===== config.mk =====
export PLATFORM = sky130hd
export DESIGN_NAME = mem_seq_control_flat
export DESIGN_NICKNAME = d
export VERILOG_FILES = /design/src/rtl/mem_seq_control_pkg.sv /design/src/rtl/mem_seq_control_if.sv /design/src/rtl/mem_seq_control_word_counter.sv /design/src/rtl/mem_seq_control.sv /design/src/flat_wrapper.sv
export SDC_FILE = /design/constraint.sdc
export NUM_CORES = 1
export LEC_CHECK = 0
export BUFFER_PORTS_ARGS = -buffer_cell sky130_fd_sc_hd__buf_4
export CORE_AREA = 2 2 39 41
export CTS_CLUSTER_SIZE = 25
export DETAILED_ROUTE_END_ITERATION = 12
export DIE_AREA = 0 0 41 43
export GPL_TIMING_DRIVEN = 0
export SYNTH_ARGS = -nofsm -noshare
export SYNTH_HDL_FRONTEND = slang
export SYNTH_HIERARCHICAL = 1
export SYNTH_SLANG_ARGS = --single-unit

===== constraint.sdc =====
create_clock -name clk -period 1.1 [get_ports clk]
set_input_delay 0.22 -clock clk [delete_from_list [all_inputs] [get_ports clk]]
set_output_delay 0.22 -clock clk [all_outputs]
set_load 0.05 [all_outputs]

===== src/rtl/mem_seq_control_pkg.sv =====
// Shared types for the memory-stage stack sequencer.
// State/op encodings and the op-to-word-count mapping.
package mem_seq_pkg;

    typedef enum logic [1:0] {
        IDLE = 2'd0,
        XFER = 2'd1,
        JUMP = 2'd2
    } state_e;

    typedef enum logic [1:0] {
        OP_CALL = 2'b00,
        OP_RET  = 2'b01,
        OP_INT  = 2'b10,
        OP_RTI  = 2'b11
    } op_e;

    // Words moved on the stack for a given operation.
    function automatic int unsigned op_words(
        input op_e         op,
        input int unsigned call_w,
        input int unsigned ret_w,
        input int unsigned int_w,
        input int unsigned rti_w
    );
        int unsigned n;
        case (op)
            OP_CALL: n = call_w;
            OP_RET:  n = ret_w;
            OP_INT:  n = int_w;
            default: n = rti_w;
        endcase
        return n;
    endfunction

endpackage


===== src/rtl/mem_seq_control_if.sv =====
// Request/memory/jump bundle between the MEM-stage decode,
// the stack sequencer and the PC-select logic.
interface mem_seq_control_if
    import mem_seq_pkg::*;
#(
    parameter int CNT_W = 2
) ();

    logic             int_req;
    logic             rti;
    logic             ret;
    logic             call;
    logic             mem_ready;
    logic             extend;
    logic             busy;
    logic             mem_push;
    logic             mem_pop;
    logic [CNT_W-1:0] word_idx;
    op_e              op;
    logic             jumpInt;
    logic             jumpRti;
    logic             jumpRet;
    logic             jumpCall;

    modport master (
        output int_req, rti, ret, call, mem_ready,
        input  extend, busy, mem_push, mem_pop, word_idx, op,
        input  jumpInt, jumpRti, jumpRet, jumpCall
    );

    modport slave (
        input  int_req, rti, ret, call, mem_ready,
        output extend, busy, mem_push, mem_pop, word_idx, op,
        output jumpInt, jumpRti, jumpRet, jumpCall
    );

endinterface


===== src/rtl/mem_seq_control_word_counter.sv =====
// Word counter for stack transfers: clears outside a transfer,
// advances on each accepted word, flags the final word.
module mem_word_counter #(
    parameter int CNT_W = 2
) (
    input  logic             clk,
    input  logic             rst,
    input  logic             clr,
    input  logic             en,
    input  logic [CNT_W-1:0] last_idx,
    output logic [CNT_W-1:0] count,
    output logic             last
);

    logic [CNT_W-1:0] count_q;
    logic [CNT_W-1:0] count_d;

    assign last  = (count_q == last_idx);
    assign count = count_q;

    // Next count: hold on wait states, return to 0 after the last word.
    always_comb begin
        count_d = count_q;
        if (clr) begin
            count_d = '0;
        end else if (en) begin
            count_d = last ? '0 : count_q + CNT_W'(1);
        end
    end

    // Counter register.
    always_ff @(posedge clk or negedge rst) begin
        if (!rst) begin
            count_q <= '0;
        end else begin
            count_q <= count_d;
        end
    end

endmodule


===== src/rtl/mem_seq_control.sv =====
// MEM-stage sequencer for INT/RTI/RET/CALL stack transfers:
// stalls upstream, steps words on mem_ready, then strobes a jump.
module mem_seq_control
    import mem_seq_pkg::*;
#(
    parameter int          CNT_W      = 2,
    parameter int unsigned INT_WORDS  = 2,
    parameter int unsigned RTI_WORDS  = 2,
    parameter int unsigned RET_WORDS  = 1,
    parameter int unsigned CALL_WORDS = 1
) (
    input logic              clk,
    input logic              rst,
    mem_seq_control_if.slave bus
);

    localparam int unsigned MAX_WORDS = 2 ** CNT_W;

    if (INT_WORDS > MAX_WORDS || RTI_WORDS > MAX_WORDS ||
        RET_WORDS > MAX_WORDS || CALL_WORDS > MAX_WORDS) begin : g_bad_words
        $error("mem_seq_control: word count exceeds 2**CNT_W");
    end

    state_e           state_q;
    state_e           state_d;
    op_e              op_q;
    op_e              op_d;
    op_e              req_op;
    logic             req_any;
    logic [CNT_W:0]   req_n;
    logic [CNT_W:0]   cur_n;
    logic [CNT_W-1:0] last_idx;
    logic [CNT_W-1:0] count;
    logic             last;
    logic             in_idle;
    logic             in_xfer;
    logic             in_jump;
    logic             is_push;

    // Pick the winning request: int > rti > ret > call.
    always_comb begin
        req_any = bus.int_req | bus.rti | bus.ret | bus.call;
        req_op  = OP_CALL;
        if (bus.int_req) begin
            req_op = OP_INT;
        end else if (bus.rti) begin
            req_op = OP_RTI;
        end else if (bus.ret) begin
            req_op = OP_RET;
        end
    end

    assign req_n = (CNT_W+1)'(op_words(req_op, CALL_WORDS,
                                       RET_WORDS, INT_WORDS, RTI_WORDS));
    assign cur_n = (CNT_W+1)'(op_words(op_q, CALL_WORDS,
                                       RET_WORDS, INT_WORDS, RTI_WORDS));
    assign last_idx = CNT_W'(cur_n - (CNT_W+1)'(1));

    assign in_idle = (state_q == IDLE);
    assign in_xfer = (state_q == XFER);
    assign in_jump = (state_q == JUMP);

    mem_word_counter #(
        .CNT_W (CNT_W)
    ) u_cnt (
        .clk      (clk),
        .rst      (rst),
        .clr      (!in_xfer),
        .en       (in_xfer && bus.mem_ready),
        .last_idx (last_idx),
        .count    (count),
        .last     (last)
    );

    // Next state and op latch; requests only sampled in IDLE.
    always_comb begin
        state_d = state_q;
        op_d    = op_q;
        case (state_q)
            IDLE: begin
                if (req_any) begin
                    op_d    = req_op;
                    state_d = (req_n == '0) ? JUMP : XFER;
                end
            end
            XFER: begin
                if (bus.mem_ready && last) begin
                    state_d = JUMP;
                end
            end
            JUMP:    state_d = IDLE;
            default: state_d = IDLE;
        endcase
    end

    // State and latched operation registers.
    always_ff @(posedge clk or negedge rst) begin
        if (!rst) begin
            state_q <= IDLE;
            op_q    <= OP_CALL;
        end else begin
            state_q <= state_d;
            op_q    <= op_d;
        end
    end

    // Output decode; extend in IDLE is gated by reset so it is 0 under rst.
    always_comb begin
        is_push       = (op_q == OP_CALL) || (op_q == OP_INT);
        bus.extend    = in_xfer || (in_idle && rst && req_any);
        bus.busy      = !in_idle;
        bus.mem_push  = in_xfer && is_push;
        bus.mem_pop   = in_xfer && !is_push;
        bus.word_idx  = in_xfer ? count : '0;
        bus.op        = op_q;
        bus.jumpInt   = in_jump && (op_q == OP_INT);
        bus.jumpRti   = in_jump && (op_q == OP_RTI);
        bus.jumpRet   = in_jump && (op_q == OP_RET);
        bus.jumpCall  = in_jump && (op_q == OP_CALL);
    end

endmodule


===== src/flat_wrapper.sv =====
// flat-port wrapper written by rule: the top's interface ports become plain ports
module mem_seq_control_flat import mem_seq_pkg::*;
#(
    parameter int          CNT_W      = 2,
    parameter int unsigned INT_WORDS  = 2,
    parameter int unsigned RTI_WORDS  = 2,
    parameter int unsigned RET_WORDS  = 1,
    parameter int unsigned CALL_WORDS = 1
)
  (clk, rst, bus_int_req, bus_rti, bus_ret, bus_call, bus_mem_ready, bus_extend, bus_busy, bus_mem_push, bus_mem_pop, bus_word_idx, bus_op, bus_jumpInt, bus_jumpRti, bus_jumpRet, bus_jumpCall);
  mem_seq_control_if #(.CNT_W(CNT_W)) bus_i ();
  input logic clk;
  input logic rst;
  input wire logic [$bits(bus_i.int_req)-1:0] bus_int_req;
  input wire logic [$bits(bus_i.rti)-1:0] bus_rti;
  input wire logic [$bits(bus_i.ret)-1:0] bus_ret;
  input wire logic [$bits(bus_i.call)-1:0] bus_call;
  input wire logic [$bits(bus_i.mem_ready)-1:0] bus_mem_ready;
  output wire logic [$bits(bus_i.extend)-1:0] bus_extend;
  output wire logic [$bits(bus_i.busy)-1:0] bus_busy;
  output wire logic [$bits(bus_i.mem_push)-1:0] bus_mem_push;
  output wire logic [$bits(bus_i.mem_pop)-1:0] bus_mem_pop;
  output wire logic [$bits(bus_i.word_idx)-1:0] bus_word_idx;
  output wire logic [$bits(bus_i.op)-1:0] bus_op;
  output wire logic [$bits(bus_i.jumpInt)-1:0] bus_jumpInt;
  output wire logic [$bits(bus_i.jumpRti)-1:0] bus_jumpRti;
  output wire logic [$bits(bus_i.jumpRet)-1:0] bus_jumpRet;
  output wire logic [$bits(bus_i.jumpCall)-1:0] bus_jumpCall;
  assign bus_i.int_req = bus_int_req;
  assign bus_i.rti = bus_rti;
  assign bus_i.ret = bus_ret;
  assign bus_i.call = bus_call;
  assign bus_i.mem_ready = bus_mem_ready;
  assign bus_extend = bus_i.extend;
  assign bus_busy = bus_i.busy;
  assign bus_mem_push = bus_i.mem_push;
  assign bus_mem_pop = bus_i.mem_pop;
  assign bus_word_idx = bus_i.word_idx;
  assign bus_op = bus_i.op;
  assign bus_jumpInt = bus_i.jumpInt;
  assign bus_jumpRti = bus_i.jumpRti;
  assign bus_jumpRet = bus_i.jumpRet;
  assign bus_jumpCall = bus_i.jumpCall;
  mem_seq_control #(.CNT_W(CNT_W), .INT_WORDS(INT_WORDS), .RTI_WORDS(RTI_WORDS), .RET_WORDS(RET_WORDS), .CALL_WORDS(CALL_WORDS)) u_core (.clk(clk), .rst(rst), .bus(bus_i));
endmodule

==> out/results.md, run 1 <==
| Result | Reported |
| --- | --- |
| Async SR Flop Fraction | 100% |
| Placeable core region | 1380 um^2 |
| Crit path setup slack, layout | -0.366 ns |
| Largest net degree at the start of global routing | 9 |
| Max VDD drop | 1.35 mV |
| Endpoint arrival time on the critical path | 1.25 ns |
| Placed Instances | 86 |
| Highest attainable clock frequency | 0.682 GHz |
| Cell area power density | 3220 nW/um^2 |
| Sequential cell area in the final layout | 153 um^2 |
| Crit Path Max Fanout | 4 |
| Flip-flop and latch count after synthesis | 6 |
| TritonCTS clock tree | done |
| Antenna violations before repair | 0 |
| Synth top area share | 37.9% |
| Post-Route WL | 963 um |
| Status | complete, but fails checks |
| Detailed Route Iter0 Violations | 4 |
| Initial standard-cell utilization of the core | 28.7% |
| Root buffer cell | clkbuf_4 |
| Worst-Margin Slew | 0.620 ns |
| Critical path class | reg -> out |
| Number of synthesized flops with an enable pin | 0 |
| Filler cell count in the final layout | 117 |
| Gr ovfl total | 0 |
| CTS Sinks | 6 |
| Vias after detailed routing | 438 |
| Die Footprint | 1760 um^2 |
| Layout Cells excl Fill | 97 |
| Number of nets with antenna violations after routing | 0 |
| Net count of the finished layout | 89 |
| Synthesized instance count | 50 |
| Wire length per cell | 9.93 um |
| Synth area leader | dfrtp_1 |
| Violations in the final reports | setup timing |
| Synth top cells by count | 7 x o21ai_0, 6 x dfrtp_1, 6 x nor2_1 |
| Number of antenna cells inserted | 0 |
| Leading register cell type out of synthesis | dfrtp_1 |
| Leakage power figure | 0.000378 uW |
| Overall fraction of global-route tracks in use | 13.2% |
| Yosys synthesis warning count | 6 |
| Clk_lat worst skew | 0.25 ns |
| Max Root-Sink Buffers | 2 |
| Worst-case clock skew | 0.00981 ns |
| Hold Slack | 0.160 ns |
| Stage delay of the slowest cell on the critical path | 0.38 ns |
| Portion of the post-synthesis area used by sequential elements | 37.9% |
| Netlist area before placement | 397 um^2 |
| CTS Buf Count | 3 |
| Wire length of the first global-routing pass | 1500 um |
| Post-CTS clock slew at the launch and capture registers of the worst setup and hold paths | 0.05 ns |
| Leading post-synthesis cells by cell area | dfrtp_1 38%, o21ai_0 8.8%, and2_2 7.6%, nor2_1 5.7%, nand2_1 4.7% |
| Critical path capture point type | output pin |
| Final Critical Period | 1.47 ns |
| Post-route fraction of the period consumed by the critical path | 133% |
| Yosys cell types | 23 |
| Router iterations before antenna repair | 4 |
| Detailed-route DRC error count | 0 |
| Most instantiated library cell after synthesis | o21ai_0 |
| Multi-input logic area | 292 um^2 |
| Total of buffers placed on input and output ports | 18 |
| Maximum level of the CTS H-tree | 1 |
| Number of top-level pins | 19 |
| Die outline width | 41 um |
| Hold Violations, Final | 0 |
| Overall power after layout | 2560 uW |
| Critical-path cell with the highest stage delay | dfrtp_1 |
| Weighted congestion at the end of routability-driven global placement | 0.719 |
| Vias in the first global route | 385 |
| Setup repair after global routing missed its margin | yes |
| Cells along the critical path | and2b_2 -> nor3b_4 -> buf_6 |
| Hold Crit Class | in -> reg |
| Number of max-slew violations in the final report | 0 |
| Die span in y | 43 um |
| Synthesis-to-finish area growth | 100% |
| Syn_area_per_cell | 7.93 um^2 |
| Max-Slew Margin vs Limit | 58.3% |
| Site Rows | 14 |
| Fraction of final layout cells sized beyond drive strength 1 | 58.0% |
| Via-to-Cell Ratio | 4.52 |
| Number of violations of the max-capacitance limit | 0 |
| Final setup fails | 17 |
| Worst path bufs/invs | 1 |
| Setup crit start kind | flip-flop |
| Data required time at the worst endpoint | 0.88 ns |
| Kind of cell with the highest combined delay on the critical path | simple AND/OR/NAND/NOR gates |
| Hpwl dp | 679 um |
[stage by stage]
step                setup TNS, ns  area [um^2]  utilization [%]  worst slack, ns
finish                      -4.13          795             57.4           -0.366
global route                -5.06          795             57.4           -0.425
CTS                         -4.10          767             55.4           -0.368
detailed placement          -1.56          608             43.9           -0.351
global placement            -1.57          608             43.9           -0.342
floorplan                   -1.17          453                -           -0.206
[path summary, 6_finish.rpt]
| kind | end | depth (start not counted) | slack, ns | from |
|---|---|---|---|---|
| worst max-delay path | bus_jumpCall | 3 | -0.37 | u_core/state_q[0]$_DFFE_PN0P_ |
| min in group asynchronous | u_core/bus.op[0]$_DFFE_PN0P_ | 2 | 0.37 | rst |
| worst max register to register | u_core/state_q[0]$_DFFE_PN0P_ | 7 | -0.17 | u_core/bus.op[1]$_DFFE_PN0P_ |
| worst min register to register | u_core/u_cnt/count[1]$_DFFE_PN0P_ | 1 | 0.56 | u_core/u_cnt/count[1]$_DFFE_PN0P_ |
| worst min-delay path | u_core/bus.op[0]$_DFFE_PN0P_ | 2 | 0.16 | bus_int_req |
| max in group asynchronous | u_core/bus.op[1]$_DFFE_PN0P_ | 2 | 0.51 | rst |
[per-layer routing]
layer	global-route usage, %	vias to the layer above	wire length, um
li1	-	227	-
met1	14.9	195	401
met3	3.14	4	41
met5	0	-	0
met4	10.0	0	28
met2	20.0	12	491
[cell families after synthesis]
group / after synthesis / share of synthesized area, %
xor+xnor: 2 / 4.42
compound gates: 12 / 17.0
simple gates: 25 / 36.0
other cells: 1 / 0.945
buf+inv: 4 / 3.78
flops: 6 / 37.9
[registers in the layout, indices dropped and copies added (netlist names)]
signal,count
u_core/bus.op,2
u_core/u_cnt/count,2
u_core/state_q,2
[cells in the final DEF, fill, tap and decap left out, types with 2 or more instances in the layout]
master,instances
buf_8,8
buf_4,9
conb_1,3
dfrtp_1,4
o21ai_1,3
inv_4,2
clkbuf_4,3
o21ai_0,3
and2_4,4
dfrtp_2,2
xor2_1,2
nand2_1,5
nor2_1,4
buf_6,8
nand2b_1,2
and2b_2,2
nor2_4,2
[report_power, final]
group | internal (uW) | switching (uW)
clock network | 138 | 88.2
logic | 855 | 1000
registers | 318 | 156
total | 1310 | 1250
[layout make-up]
class,count,area share (%)
plain buffers,1,1.89
clock buffers,4,3.31
inverters,3,2.05
multi-input cells,42,36.7
flip-flops and latches,6,19.2
well taps,16,2.52
repair buffers,25,34.3
[what timing repair did]
item,4_1_cts,5_1_grt
endpoints found under the setup margin,15,18
endpoints found under the hold margin,6,0
hold buffers,1,0
buffers inserted,5,1
gates resized for setup,25,6
pin swaps,5,5
Note: power is estimated with default switching activity, not from simulation.
==> run 2, diff against run 1 <==
- PLACE_DENSITY: default -> 0.66
==> run 2 against run 1 <==
The run still ends with setup timing left. Cell count shrank 2.1%. Maximum frequency is 1.6% lower. Design area fell by 3.0%. Wire length up 13%. Register-to-register slack worse by 0.17 ns. Largest power group unchanged.
==> out/results.md, run 2 (synthesis gave the netlist of run 1 again) <==
| Result | Reported | Delta |
| --- | --- | --- |
| GR met1 Demand/Resource | 15.8% | was 14.9% |
| Highest-count cells in the layout ignoring fill and taps | 9 x buf_4, 8 x buf_6, 6 x buf_8 | was 9 x buf_4, 8 x buf_8, 8 x buf_6 |
| Hold Slack | 0.164 ns | was 0.160 ns |
| Worst-case clock skew | 0.0109 ns | was 0.00981 ns |
| Detailed Route Iter0 Violations | 5 | was 4 |
| Crit path setup slack, layout | -0.389 ns | was -0.366 ns |
| Violations in the final reports | setup timing | unchanged |
| Met2 Usage GRT | 20.3% | was 20.0% |
| Hpwl dp | 686 um | was 679 um |
| Max VDD drop | 1.66 mV | was 1.35 mV |
| Final setup fails | 16 | was 17 |
| Leakage power figure | 0.000365 uW | was 0.000378 uW |
| Hold Crit Class | in -> reg | unchanged |
| Post-Route WL | 1090 um | was 963 um |
| Crit Path Max Fanout | 4 | unchanged |
| Wire length of the first global-routing pass | 1570 um | was 1500 um |
| Die outline width | 41 um | unchanged |
| Placeable core region | 1380 um^2 | unchanged |
| Post-route fraction of the period consumed by the critical path | 135% | was 133% |
| Root buffer cell | clkbuf_4 | unchanged |
| Number of top-level pins | 19 | unchanged |
| Hold Violations, Final | 0 | unchanged |
| Router iterations before antenna repair | 2 | was 4 |
| Critical-path cell with the highest stage delay | dfrtp_1 | unchanged |
| Worst path bufs/invs | 1 | unchanged |
| Total of buffers placed on input and output ports | 18 | unchanged |
| Overall fraction of global-route tracks in use | 13.9% | was 13.2% |
| Post-CTS clock slew at the launch and capture registers of the worst setup and hold paths | 0.06 ns | was 0.05 ns |
| Number of antenna cells inserted | 0 | unchanged |
| Crit path launch | u_core/state_q[0]$_DFFE_PN0P_ | unchanged |
| Cell area power density | 3230 nW/um^2 | was 3220 nW/um^2 |
| Maximum level of the CTS H-tree | 1 | unchanged |
| Site Rows | 14 | unchanged |
| Met3 routing resource usage after global routing | 4.71% | was 3.14% |
| Kind of cell with the highest combined delay on the critical path | simple AND/OR/NAND/NOR gates | unchanged |
| CTS Sinks | 6 | unchanged |
| Endpoint arrival time on the critical path | 1.27 ns | was 1.25 ns |
| Max Root-Sink Buffers | 2 | unchanged |
| Critical path capture point type | output pin | unchanged |
| Worst reg2reg startpoint | u_core/state_q[1]$_DFFE_PN0P_ | was u_core/bus.op[1]$_DFFE_PN0P_ |
| Layer carrying the most global-route usage | met2 | unchanged |
| Antenna violations before repair | 0 | unchanged |
| Depth of the critical timing path with buffers and inverters included | 3 | unchanged |
| Filler cell count in the final layout | 129 | was 117 |
| Status | complete, but fails checks | unchanged |
| Critical path class | reg -> out | unchanged |
| Synthesis-to-finish area growth | 94.3% | was 100% |
| Number of max-slew violations in the final report | 0 | unchanged |
| Largest net degree at the start of global routing | 9 | unchanged |
| Initial standard-cell utilization of the core | 28.7% | unchanged |
| Wire length per cell | 11.5 um | was 9.93 um |
| TritonCTS clock tree | done | unchanged |
| Setup crit start kind | flip-flop | unchanged |
| Number of nets with antenna violations after routing | 0 | unchanged |
| Die span in y | 43 um | unchanged |
| Die Footprint | 1760 um^2 | unchanged |
| Weighted congestion at the end of routability-driven global placement | 0.698 | was 0.719 |
| Gr ovfl total | 0 | unchanged |
| Setup repair after global routing missed its margin | yes | unchanged |
| Final Critical Period | 1.49 ns | was 1.47 ns |
| Via-to-Cell Ratio | 4.57 | was 4.52 |
| Reg2reg path depth | 5 | was 7 |
| Vias in the first global route | 371 | was 385 |
| Number of violations of the max-capacitance limit | 0 | unchanged |
| Detailed-route DRC error count | 0 | unchanged |
| Most frequent standard cell in the layout excluding fill and tap cells | buf_4 | unchanged |
| Fraction of final layout cells sized beyond drive strength 1 | 59.5% | was 58.0% |
| Hold Crit Start | bus_int_req | unchanged |
| Net count of the finished layout | 87 | was 89 |
| Vias after detailed routing | 434 | was 438 |
| Cells along the critical path | and2b_2 -> nor3b_4 -> buf_6 | unchanged |
| Highest attainable clock frequency | 0.672 GHz | was 0.682 GHz |
| Clk_lat worst skew | 0.25 ns | about the same |
| Dpl ws | -0.340 ns | was -0.351 ns |
| Stage delay of the slowest cell on the critical path | 0.40 ns | was 0.38 ns |
| WHS Path Cells | 2 | unchanged |
| CTS Buf Count | 3 | unchanged |
| Data required time at the worst endpoint | 0.88 ns | about the same |
## run 2: repair_timing
action                                  in CTS  in global routing
pin swaps                                    2                  6
hold endpoints to repair                     6                  0
endpoints found under the setup margin      16                 16
buffers inserted                             5                  0
gates resized for setup                     19                  8
hold buffers                                 1                  0
## run 2: worst register-to-register path, delay by kind of cell (launching register included)
kind                   cells  cell delay (ns)
AND/OR/NAND/NOR            2             0.44
flip-flops                 1             0.40
AO/OA/AOI/OAI              2             0.36
buffers and inverters      1             0.14
## run 2: path summary, 6_finish.rpt
| path | to | slack [ns] |
|---|---|---|
| min reg2reg | u_core/u_cnt/count[1]$_DFFE_PN0P_ | 0.56 |
| min | u_core/bus.op[0]$_DFFE_PN0P_ | 0.16 |
| max reg2reg | u_core/u_cnt/count[1]$_DFFE_PN0P_ | -0.34 |
| max | bus_jumpCall | -0.39 |
| max in group asynchronous | u_core/bus.op[1]$_DFFE_PN0P_ | 0.49 |
| min in group asynchronous | u_core/u_cnt/count[1]$_DFFE_PN0P_ | 0.38 |
## run 2: layout make-up
class | instances | area, um^2 | area share [%]
inverters | 3 | 13.8 | 1.79
multi-input cells | 42 | 300 | 39.0
well taps | 16 | 20.0 | 2.60
flip-flops and latches | 6 | 153 | 19.8
repair buffers | 24 | 258 | 33.4
clock buffers | 4 | 26.3 | 3.41
## run 2: metrics by stage
| step | power (uW) | TNS (ns) | std cells | util (%) | area [um^2] |
|---|---|---|---|---|---|
| 2_1_floorplan | 1490 | -1.17 | 52 | - | 453 |
| 3_3_place_gp | 1820 | -1.60 | 86 | 43.9 | 608 |
| 3_5_place_dp | 1840 | -1.75 | 86 | 43.9 | 608 |
| 4_1_cts | 2420 | -4.48 | 96 | 54.4 | 753 |
| 5_1_grt | 2610 | -5.08 | 95 | 55.7 | 771 |
| 6_report | 2490 | -4.57 | 95 | 55.7 | 771 |
## run 2: metal layers
layer | vias up | part of all wire, %
li1 | 222 | -
met1 | 198 | 46
met2 | 12 | 49
met3 | 2 | 3.8
met4 | 0 | 1.1
met5 | - | 0
## run 2: power breakdown
part,leakage [uW],switching (uW),internal (uW)
registers,0.0000729,179,317
logic,0.000277,980,777
clock network,0.0000150,94.9,138
==> run 3, diff against run 2 <==
- ABC_AREA: default -> 1
- PLACE_DENSITY: 0.66 -> 0.68
==> run 3 against run 2 <==
The flow still finishes with violations (setup timing). Sequential cell count unchanged. Clock skew shrank 0.0056 ns. Clock-buffer cell count is the same. Non-clock buffer count fell by 3. Area after synthesis grew 6.6%. Critical path depth is the same. First-iteration DRC count is 20% lower.
==> out/results.md, run 3 <==
| Result | Reported | Delta |
| --- | --- | --- |
| Reg2reg path depth | 7 | was 5 |
| Crit path launch | u_core/state_q[0]$_DFFE_PN0P_ | unchanged |
| Yosys cell types | 16 | was 23 |
| Hpwl dp | 753 um | was 686 um |
| Hold Violations, Final | 0 | unchanged |
| Via-to-Cell Ratio | 4.34 | was 4.57 |
| Worst reg-to-reg setup slack | -0.21 ns | was -0.34 ns |
| Router iterations before antenna repair | 4 | was 2 |
| Most frequent standard cell in the layout excluding fill and tap cells | nand2_1 | was buf_4 |
| Max Root-Sink Buffers | 2 | unchanged |
| Leading register cell type out of synthesis | dfrtp_1 | unchanged |
| Timing endpoint of the critical path | bus_jumpRti | was bus_jumpCall |
| Detailed Route Iter0 Violations | 4 | was 5 |
| Die outline width | 41 um | unchanged |
| Overall fraction of global-route tracks in use | 14.3% | was 13.9% |
| Number of violations of the max-capacitance limit | 0 | unchanged |
| End of the worst register-to-register path | u_core/u_cnt/count[1]$_DFFE_PN0P_ | unchanged |
| Crit Path Max Fanout | 4 | unchanged |
| Net count of the finished layout | 101 | was 87 |
| Total of buffers placed on input and output ports | 18 | unchanged |
| Dpl ws | -0.222 ns | was -0.340 ns |
| Fraction of final layout cells sized beyond drive strength 1 | 49.5% | was 59.5% |
| Initial standard-cell utilization of the core | 30.6% | was 28.7% |
| Number of antenna cells inserted | 0 | unchanged |
| Critical path class | reg -> out | unchanged |
| Netlist area before placement | 423 um^2 | was 397 um^2 |
| Antenna violations before repair | 0 | unchanged |
| Setup crit start kind | flip-flop | unchanged |
| Vias in the first global route | 436 | was 371 |
| Die Footprint | 1760 um^2 | unchanged |
| Post-route fraction of the period consumed by the critical path | 139% | was 135% |
| Final cell utilization of the core | 54.3% | was 55.7% |
| Data required time at the worst endpoint | 0.88 ns | about the same |
| CTS Sinks | 6 | unchanged |
| WHS Path Cells | 4 | was 2 |
| Vias after detailed routing | 473 | was 434 |
| Endpoint arrival time on the critical path | 1.31 ns | was 1.27 ns |
| Layout Cells excl Fill | 109 | was 95 |
| Placeable core region | 1380 um^2 | unchanged |
| Synth area leader | dfrtp_1 | unchanged |
| TritonCTS clock tree | done | unchanged |
| Weighted congestion at the end of routability-driven global placement | 0.779 | was 0.698 |
| Setup total negative slack | -4.41 ns | was -4.57 ns |
| Portion of the post-synthesis area used by sequential elements | 35.5% | was 37.9% |
| Yosys synthesis warning count | 6 | unchanged |
| Highest-count cells in the layout ignoring fill and taps | 15 x nand2_1, 12 x buf_4, 11 x inv_1 | was 9 x buf_4, 8 x buf_6, 6 x buf_8 |
| Final setup fails | 16 | unchanged |
| Worst reg2reg startpoint | u_core/state_q[1]$_DFFE_PN0P_ | unchanged |
| Post-CTS clock slew at the launch and capture registers of the worst setup and hold paths | 0.05 ns | was 0.06 ns |
| Synth top area share | 35.5% | was 37.9% |
| Filler cell count in the final layout | 139 | was 129 |
| Synthesized instance count | 68 | was 50 |
| Final Critical Period | 1.53 ns | was 1.49 ns |
| Worst-case clock skew | 0.00531 ns | was 0.0109 ns |
| Gr ovfl total | 0 | unchanged |
| Maximum level of the CTS H-tree | 1 | unchanged |
| Highest attainable clock frequency | 0.652 GHz | was 0.672 GHz |
| Syn_area_per_cell | 6.22 um^2 | was 7.93 um^2 |
| Async SR Flop Fraction | 100% | unchanged |
| Die span in y | 43 um | unchanged |
| Wire length per cell | 8.36 um | was 11.5 um |
| Flip-flop and latch count after synthesis | 6 | unchanged |
| Placed Instances | 103 | was 86 |
| Crit path setup slack, layout | -0.433 ns | was -0.389 ns |
| Synthesis-to-finish area growth | 77.8% | was 94.3% |
| Violations in the final reports | setup timing | unchanged |
| Root buffer cell | clkbuf_4 | unchanged |
| Wire length of the first global-routing pass | 1680 um | was 1570 um |
| Site Rows | 14 | unchanged |
| Number of top-level pins | 19 | unchanged |
| Critical path capture point type | output pin | unchanged |
| Status | complete, but fails checks | unchanged |
| Detailed-route DRC error count | 0 | unchanged |
| Number of synthesized flops with an enable pin | 0 | unchanged |
| Most instantiated library cell after synthesis | nand2_1 | was o21ai_0 |
| Number of max-slew violations in the final report | 0 | unchanged |
| Hold Crit Class | in -> reg | unchanged |
| Number of nets with antenna violations after routing | 0 | unchanged |
| Synth top cells by count | 16 x nand2_1, 15 x inv_1, 12 x nor2_1 | was 7 x o21ai_0, 6 x dfrtp_1, 6 x nor2_1 |
| Largest net degree at the start of global routing | 12 | was 9 |
| Clk_lat worst skew | 0.24 ns | was 0.25 ns |
| Post-Route WL | 911 um | was 1090 um |
| CTS Buf Count | 3 | unchanged |
| Setup repair after global routing missed its margin | yes | unchanged |
| Leading post-synthesis cells by cell area | dfrtp_1 36%, nand2_1 14%, inv_1 13%, nor2_1 11%, nor3_1 5.9% | was dfrtp_1 38%, o21ai_0 8.8%, and2_2 7.6%, nor2_1 5.7%, nand2_1 4.7% |
[run 3: changes by cell type in the layout (fill, tap and decap cells not counted), sizes merged, moves of 4 or more]
cell / before / now
and2: 4 / 0
buf: 23 / 19
inv: 3 / 16
nand2: 5 / 18
nor2: 7 / 12
nor3: 0 / 5
o21ai: 8 / 0
[run 3: worst max-delay path: stages, from the launching register on]
cell	delay (ns)
dfrtp_1	0.41
or2_4	0.32
nor3_4	0.17
buf_6	0.18
[run 3: cells by family (layout without fill, tap and decap cells)]
| group | Yosys count | count (layout) | synth area share, % |
|---|---|---|---|
| AO/OA/AOI/OAI | 4 | 4 | 7.10 |
| AND/OR/NAND/NOR | 40 | 40 | 41.4 |
| other | 1 | 2 | 0.887 |
| buffers and inverters | 17 | 41 | 15.1 |
| flip-flops | 6 | 6 | 35.5 |
[run 3: layout make-up]
type / instances / area, um^2 / share of cell area, %
Clock buffer: 4 / 26.3 / 3.49
Inverter: 16 / 60.1 / 7.99
Multi-Input combinational cell: 46 / 298 / 39.6
Timing Repair Buffer: 20 / 186 / 24.8
Sequential cell: 6 / 158 / 21.0
Tap cell: 16 / 20.0 / 2.66
Buffer: 1 / 3.75 / 0.499
[run 3: worst min-delay path by stage]
stage	from	to	slack, ns
finish	bus_int_req	u_core/bus.op[0]$_DFFE_PN0P_	0.25
global route	bus_mem_ready	u_core/state_q[1]$_DFFE_PN0P_	0.28
CTS	bus_int_req	u_core/bus.op[0]$_DFFE_PN0P_	0.25
detailed placement	rst	u_core/u_cnt/count[1]$_DFFE_PN0P_	0.04
global placement	rst	u_core/u_cnt/count[1]$_DFFE_PN0P_	0.03
floorplan	rst	u_core/state_q[0]$_DFFE_PN0P_	-0.08
[run 3: per-stage QoR]
stage / hold slack [ns] / cell area, um^2
2_1_floorplan: -0.0756 / 512
3_3_place_gp: 0.0340 / 667
3_5_place_dp: 0.0351 / 667
4_1_cts: 0.245 / 741
5_1_grt: 0.277 / 752
6_report: 0.247 / 752
[run 3: what timing repair did]
item                                    4_1_cts  5_1_grt
resized for setup                            10        3
hold buffers                                  1        0
setup buffers                                 1        0
cloned                                        0        0
pin swaps                                     3        3
endpoints found under the hold margin         6        0
endpoints found under the setup margin       16       16
[run 3: metal layers]
layer	up-vias	GRT usage, %	wire (um)	share of wire [%]
li1	248	-	-	-
met3	0	3.14	44	4.8
met2	15	22.8	505	55
met5	-	0	0	0
met4	0	10.0	0	0
met1	210	15.6	360	40
Power of run 3 is not shown: default switching activity piles up to over one toggle a cycle in this logic, so the estimate is an artifact.
